**src/rtl/shreg_pkg.sv**
```systemverilog
// -----------------------------------------------------------------------------
// shreg_pkg
// Shared definitions for the universal shift register:
//   - 3-bit operation codes (OP_NOP .. OP_CLR)
//   - controller state encoding
//   - shreg_op_is_shift(): true for the single-bit-step operations
//   - shreg_step(): next value of the register after one single-bit step
//
// shreg_step works on a SHREG_MAX_W-bit container so one function serves
// every register width up to SHREG_MAX_W. The live width is passed in.
// Bits above the live width are returned as zero.
// -----------------------------------------------------------------------------
package shreg_pkg;

    localparam int unsigned SHREG_MAX_W = 64;

    localparam logic [2:0] OP_NOP  = 3'd0;
    localparam logic [2:0] OP_LOAD = 3'd1;
    localparam logic [2:0] OP_SHL  = 3'd2;
    localparam logic [2:0] OP_SHR  = 3'd3;
    localparam logic [2:0] OP_ASR  = 3'd4;
    localparam logic [2:0] OP_ROL  = 3'd5;
    localparam logic [2:0] OP_ROR  = 3'd6;
    localparam logic [2:0] OP_CLR  = 3'd7;

    typedef enum logic {
        ST_IDLE  = 1'b0,
        ST_SHIFT = 1'b1
    } shreg_state_e;

    function automatic logic shreg_op_is_shift(input logic [2:0] op);
        return (op >= OP_SHL) && (op <= OP_ROR);
    endfunction

    function automatic logic [SHREG_MAX_W-1:0] shreg_step(
        input logic [SHREG_MAX_W-1:0] q,
        input logic [2:0]             op,
        input logic                   sin_l,
        input logic                   sin_r,
        input int unsigned            width = SHREG_MAX_W
    );
        logic [SHREG_MAX_W-1:0] one;
        logic [SHREG_MAX_W-1:0] top;
        logic [SHREG_MAX_W-1:0] mask;
        logic [SHREG_MAX_W-1:0] r;
        logic                   msb;
        one  = {{(SHREG_MAX_W-1){1'b0}}, 1'b1};
        // 'top' is the live MSB position; 'mask' keeps only the live bits.
        top  = one << (width - 1);
        mask = ~({SHREG_MAX_W{1'b1}} << width);
        msb  = |(q & top);
        case (op)
            OP_SHL:  r = (q << 1) | (sin_r ? one : '0);
            OP_SHR:  r = (q >> 1) | (sin_l ? top : '0);
            OP_ASR:  r = (q >> 1) | (msb   ? top : '0);
            OP_ROL:  r = (q << 1) | (msb   ? one : '0);
            OP_ROR:  r = (q >> 1) | (q[0]  ? top : '0);
            default: r = q;
        endcase
        return r & mask;
    endfunction

endpackage

```
**src/rtl/shreg_ctl.sv**
```systemverilog
// -----------------------------------------------------------------------------
// shreg_ctl
// Command controller for univ_shift_reg: IDLE/SHIFT FSM, remaining-step
// counter and busy/done generation. It tells the datapath which operation
// to apply at the coming edge through exec_op (OP_NOP means hold).
//
// Ports:
//   clk1      in   clock, rising edge
//   rst_n     in   asynchronous active-low reset
//   cmd_valid in   command present
//   cmd_op    in   operation code
//   cmd_amt   in   number of single-bit steps for shift ops
//   cmd_ready out  command can be accepted (= !busy)
//   busy      out  multi-step shift in progress
//   done      out  registered one-cycle completion pulse
//   exec_op   out  operation the datapath performs at the next edge
// -----------------------------------------------------------------------------
module shreg_ctl
    import shreg_pkg::*;
#(
    parameter int AW = 4
) (
    input  logic          clk1,
    input  logic          rst_n,
    input  logic          cmd_valid,
    input  logic [2:0]    cmd_op,
    input  logic [AW-1:0] cmd_amt,
    output logic          cmd_ready,
    output logic          busy,
    output logic          done,
    output logic [2:0]    exec_op
);

    shreg_state_e  state_q, state_d;
    logic [AW-1:0] cnt_q, cnt_d;
    logic [2:0]    op_q, op_d;
    logic          done_q, done_d;

    // NOTE: state registers use non-blocking assignments so every flop
    // samples the pre-edge value of every other flop.
    always_ff @(posedge clk1 or negedge rst_n) begin
        if (!rst_n) begin
            state_q <= ST_IDLE;
            cnt_q   <= '0;
            op_q    <= OP_NOP;
            done_q  <= 1'b0;
        end else begin
            state_q <= state_d;
            cnt_q   <= cnt_d;
            op_q    <= op_d;
            done_q  <= done_d;
        end
    end

    // NOTE: every output of this block is given a default first so no path
    // leaves a variable unassigned (which would infer a latch).
    always_comb begin
        state_d = state_q;
        cnt_d   = cnt_q;
        op_d    = op_q;
        done_d  = 1'b0;
        exec_op = OP_NOP;
        case (state_q)
            ST_IDLE: begin
                if (cmd_valid) begin
                    if (shreg_op_is_shift(cmd_op)) begin
                        if (cmd_amt == '0) begin
                            // Zero-step shift completes like a NOP.
                            done_d = 1'b1;
                        end else begin
                            // First step happens at the acceptance edge.
                            exec_op = cmd_op;
                            if (cmd_amt >= AW'(2)) begin
                                state_d = ST_SHIFT;
                                cnt_d   = cmd_amt - AW'(1);
                                op_d    = cmd_op;
                            end else begin
                                done_d = 1'b1;
                            end
                        end
                    end else begin
                        exec_op = cmd_op;
                        done_d  = 1'b1;
                    end
                end
            end
            ST_SHIFT: begin
                // Latched op only; cmd_* inputs are ignored here.
                exec_op = op_q;
                cnt_d   = cnt_q - AW'(1);
                if (cnt_q == AW'(1)) begin
                    state_d = ST_IDLE;
                    done_d  = 1'b1;
                end
            end
            default: state_d = ST_IDLE;
        endcase
    end

    assign busy      = (state_q == ST_SHIFT);
    assign cmd_ready = !busy;
    assign done      = done_q;

endmodule

```
**src/rtl/univ_shift_reg.sv**
```systemverilog
// -----------------------------------------------------------------------------
// univ_shift_reg
// Parametrised universal shift register with a command handshake. Supports
// load, clear, shift left/right, arithmetic shift right and rotates, with
// an N-step auto-shift driven by shreg_ctl.
//
// Parameters:
//   WIDTH  register width (2 .. SHREG_MAX_W)
//   AW     width of the shift-amount field
// Ports:
//   clk1       in   clock, rising edge
//   rst_n      in   asynchronous active-low reset
//   cmd_valid  in   command present
//   cmd_ready  out  command can be accepted (= !busy)
//   cmd_op     in   operation code (see shreg_pkg)
//   cmd_amt    in   number of single-bit steps for shift ops
//   load_data  in   parallel load value
//   sin_r      in   serial input into bit 0 (SHL), sampled each step
//   sin_l      in   serial input into bit WIDTH-1 (SHR), sampled each step
//   q          out  register contents
//   sout_msb   out  q[WIDTH-1]
//   sout_lsb   out  q[0]
//   busy       out  multi-step shift in progress
//   done       out  one-cycle completion pulse
// -----------------------------------------------------------------------------
module univ_shift_reg
    import shreg_pkg::*;
#(
    parameter int WIDTH = 8,
    parameter int AW    = $clog2(WIDTH) + 1
) (
    input  logic             clk1,
    input  logic             rst_n,
    input  logic             cmd_valid,
    output logic             cmd_ready,
    input  logic [2:0]       cmd_op,
    input  logic [AW-1:0]    cmd_amt,
    input  logic [WIDTH-1:0] load_data,
    input  logic             sin_r,
    input  logic             sin_l,
    output logic [WIDTH-1:0] q,
    output logic             sout_msb,
    output logic             sout_lsb,
    output logic             busy,
    output logic             done
);

    logic [WIDTH-1:0] q_q, q_d;
    logic [2:0]       exec_op;

    shreg_ctl #(.AW(AW)) u_ctl (
        .clk1      (clk1),
        .rst_n     (rst_n),
        .cmd_valid (cmd_valid),
        .cmd_op    (cmd_op),
        .cmd_amt   (cmd_amt),
        .cmd_ready (cmd_ready),
        .busy      (busy),
        .done      (done),
        .exec_op   (exec_op)
    );

    always_comb begin
        q_d = q_q;
        case (exec_op)
            OP_NOP:  q_d = q_q;
            OP_LOAD: q_d = load_data;
            OP_CLR:  q_d = '0;
            default: q_d = WIDTH'(shreg_step(SHREG_MAX_W'(q_q), exec_op,
                                             sin_l, sin_r, WIDTH));
        endcase
    end

    always_ff @(posedge clk1 or negedge rst_n) begin
        if (!rst_n) q_q <= '0;
        else        q_q <= q_d;
    end

    assign q        = q_q;
    assign sout_msb = q_q[WIDTH-1];
    assign sout_lsb = q_q[0];

endmodule
```
**config.mk**
```make
export PLATFORM = sky130hd
export DESIGN_NAME = univ_shift_reg
export DESIGN_NICKNAME = d
export VERILOG_FILES = /design/src/rtl/shreg_pkg.sv /design/src/rtl/shreg_ctl.sv /design/src/rtl/univ_shift_reg.sv
export SDC_FILE = /design/constraint.sdc
export NUM_CORES = 1
export LEC_CHECK = 0
export BUFFER_PORTS_ARGS = -buffer_cell sky130_fd_sc_hd__buf_2
export CORE_MARGIN = 3
export CORE_UTILIZATION = 30
export CTS_CLUSTER_SIZE = 28
export DETAILED_ROUTE_END_ITERATION = 6
export GPL_ROUTABILITY_DRIVEN = 0
export PLACE_DENSITY = 0.57
export SYNTH_ARGS = -nofsm -noshare
export SYNTH_HDL_FRONTEND = slang
export SYNTH_HIERARCHICAL = 1
export SYNTH_SLANG_ARGS = --single-unit
```
**constraint.sdc**
```tcl
create_clock -name clk1 -period 2.3 [get_ports clk1]
set_input_delay 0.115 -clock clk1 [delete_from_list [all_inputs] [get_ports clk1]]
set_output_delay 0.115 -clock clk1 [all_outputs]
set_load 0.02 [all_outputs]
```
==> impl_metrics.env <==
export IMPL_max_freq_mhz=497
export IMPL_critPathKind="in -> reg"
export IMPL_min_period_over_period=0.875
export IMPL_setup_slack_ns=0.288
export IMPL_cpPeakStageDelay_ns=0.45
export IMPL_overflow=0
export IMPL_vias=1062
export IMPL_synth_area_mm2=0.00134
export IMPL_fin_area_mm2=0.00159
export IMPL_grt_pass1_vias=1060
export IMPL_synthCells=124
export IMPL_row_count=23
export IMPL_wl_per_cell_um=14.3
export IMPL_ys_seq_area_frac=0.318
export IMPL_grt_use_total=0.122
export IMPL_grt_pass1_wl_um=5060
export IMPL_synthDistinctLibCells=43
export IMPL_post_cts_resize_count=0
export IMPL_cts_buffer_depth=2
export IMPL_worst_setup_path_start_kind="input port"
export IMPL_rsz0062_at_grt="false"
export IMPL_final_antenna_net_count=0
export IMPL_final_cells=206
export IMPL_die_y_um=72.7
export IMPL_synth_area_leaders="dfrtp_1 32%, mux4_2 10%, mux2_4 7.9%"
export IMPL_worst_pin_slew_ns=0.660
export IMPL_drc=0
export IMPL_p_comb_frac=0.628
export IMPL_slowest_stage="mux4_2"
export IMPL_synth_top_cell_area_share=0.318
export IMPL_fin_nets=181
export IMPL_drv_slew=0
export IMPL_outcome="finished clean"
export IMPL_irDropWorstVdd_mv=0.633
export IMPL_multiInputGateArea_um2=823
export IMPL_place_worst_setup_slack_ns=0.0519
export IMPL_min_path_type="in -> reg"
export IMPL_async_flop_share=1.00
export IMPL_place_area_mm2=0.00153
export IMPL_yosysWarnings=6
export IMPL_critPathRequiredTime_ns=2.43
export IMPL_p_seq_frac=0.272
export IMPL_cts_buffers=3
export IMPL_boundaryPins=33
export IMPL_h_tree_depth=1
export IMPL_synth_edf_count=0
export IMPL_synthToLayoutAreaGrowth_pct=18.9
export IMPL_avgViaCountPerCell=5.16
export IMPL_critPathMaxFanout=25
export IMPL_syn_num_nets=148
export IMPL_cts_tree="built"
export IMPL_setup_tns_ns=0
export IMPL_cellLeakagePower_nw=0.763
export IMPL_worstPathCellList="buf_2 > inv_1 > ha_1 > nor3b_1 > nand2_1 > a32o_1 > buf_12 > mux2_4 > mux4_2"
export IMPL_insertion_delay_ns=0.25
export IMPL_cts_root_buf="clkbuf_8"
export IMPL_die_w_um=72.7
export IMPL_fillCellCount=438
export IMPL_critPathArrivalTime_ns=2.14
export IMPL_power_density_mw_per_mm2=1410
export IMPL_area_sequential_um2=425
export IMPL_synth_largest_area_cell="dfrtp_1"
export IMPL_post_synth_top_count_cell="dfrtp_1"
export IMPL_setup_worst_path_end_class="flip-flop"
export IMPL_clk_pin_slew_ns=0.07
export IMPL_antennaDiodeCount=0
export IMPL_period_needed_ns=2.01
export IMPL_core_area_mm2=0.00414
export IMPL_avgSynthCellArea_um2=10.8
export IMPL_power_report_internal_total_mw=1.33
export IMPL_cts_sinks=17
export IMPL_synth_common_cells="17 x dfrtp_1, 11 x nand2_1, 7 x inv_1, 7 x mux2_4"
export IMPL_finalHoldViolCount=0
export IMPL_finalSetupViolCount=0
export IMPL_wirelength_um=2940
export IMPL_ys_flop_type="dfrtp_1"
export IMPL_synth_seq_cells=17
export IMPL_dp_cells=201
export IMPL_initial_core_util=0.322
export IMPL_switching_share=0.405
export IMPL_dp_hpwl_um=2240
export IMPL_fin_skew_ns=0.00571
export IMPL_grt_max_degree=26
export IMPL_drt_first_pass_iters=4
export IMPL_clkPwrFrac=0.100
export IMPL_io_buffers=32
export IMPL_drive_gt1_frac=0.410
export IMPL_die_area_mm2=0.00529
export IMPL_antenna_found_initial=0
export IMPL_drt_iter0_markers=41
export IMPL_switchingPower_uw=908
export IMPL_cap_violations=0
export IMPL_utilization=0.383
export IMPL_relSlewSlack=0.560
==> critical path, delay by kind of cell <==
kind	cells	cell delay, ns
AO/OA/AOI/OAI	1	0.29
buffers and inverters	3	0.33
adder cells (fa/ha/maj)	1	0.19
multiplexers	2	0.75
AND/OR/NAND/NOR	2	0.45
==> layout make-up <==
cell class	instances	area share
Timing Repair Buffer	36	0.129
Clock inverter	1	0.00315
Multi-Input combinational cell	92	0.518
Tap cell	50	0.0394
Clock buffer	3	0.0260
Sequential cell	17	0.268
Inverter	7	0.0165
==> power groups by stage <==
| stage | Sequential (mW) | Combinational, mW | Clock (mW) |
|---|---|---|---|
| after floorplan | 0.679 | 1.06 | 0 |
| after global placement | 0.607 | 1.39 | 0 |
| after detailed placement | 0.610 | 1.43 | 0 |
| after CTS | 0.610 | 1.43 | 0.238 |
| after global routing | 0.634 | 1.55 | 0.250 |
| final | 0.609 | 1.41 | 0.224 |
==> per-stage QoR <==
step           hold slack [ns]  power [mW]
2_1_floorplan           -0.181        1.74
3_3_place_gp            0.0771        1.99
3_5_place_dp            0.0752        2.04
4_1_cts                  0.160        2.27
5_1_grt                  0.162        2.44
6_report                 0.166        2.24
==> sequential cells by signal (all words and copies together) (netlist names) <==
register,count
q,8
u_ctl/busy,1
u_ctl/cnt_q,4
u_ctl/done,1
u_ctl/op_q,3
==> per-layer routing <==
layer	wire length, um	vias up	global-route usage
li1	-	514	-
met1	1410	513	0.174
met2	1310	33	0.188
met3	201	2	0.0275
met4	19	0	0.0307
met5	0	-	0
==> cell usage in the layout (no fill, tap or decap), types with 4 or more instances in the layout <==
| cell | count |
|---|---|
| a21o_1 | 6 |
| and2b_4 | 5 |
| buf_2 | 32 |
| dfrtp_1 | 17 |
| ha_1 | 4 |
| inv_1 | 7 |
| mux2_4 | 7 |
| mux4_2 | 6 |
| nand2_1 | 11 |
| nand2b_1 | 5 |
| nor3_1 | 4 |
==> final timing paths <==
check,endpoint,startpoint,slack [ns],depth (start not counted)
worst max-delay path,q[2],cmd_amt[0],0.29,9
worst min-delay path,u_ctl/op_q[0],cmd_op[0],0.17,2
worst max register to register,q[6],u_ctl/busy,0.31,6
worst min register to register,u_ctl/op_q[0],u_ctl/op_q[0],0.52,1
max in group asynchronous,u_ctl/busy,rst_n,1.69,2
min in group asynchronous,u_ctl/done,rst_n,0.32,2
==> repair_timing <==
item | CTS | global route
hold endpoints to repair | 17 | 0
hold buffers | 1 | 0
setup buffers | 0 | 0
==> logic make-up (layout without fill, tap and decap cells) <==
family,count (synthesis),count (layout),synth area share
AND/OR/NAND/NOR,43,43,0.194
AO/OA/AOI/OAI,27,27,0.158
flip-flops,17,17,0.318
multiplexers,15,15,0.207
buffers and inverters,15,47,0.0655
adder cells (fa/ha/maj),4,4,0.0375
XOR/XNOR,3,3,0.0197
Power figures use the tool's default switching activity.
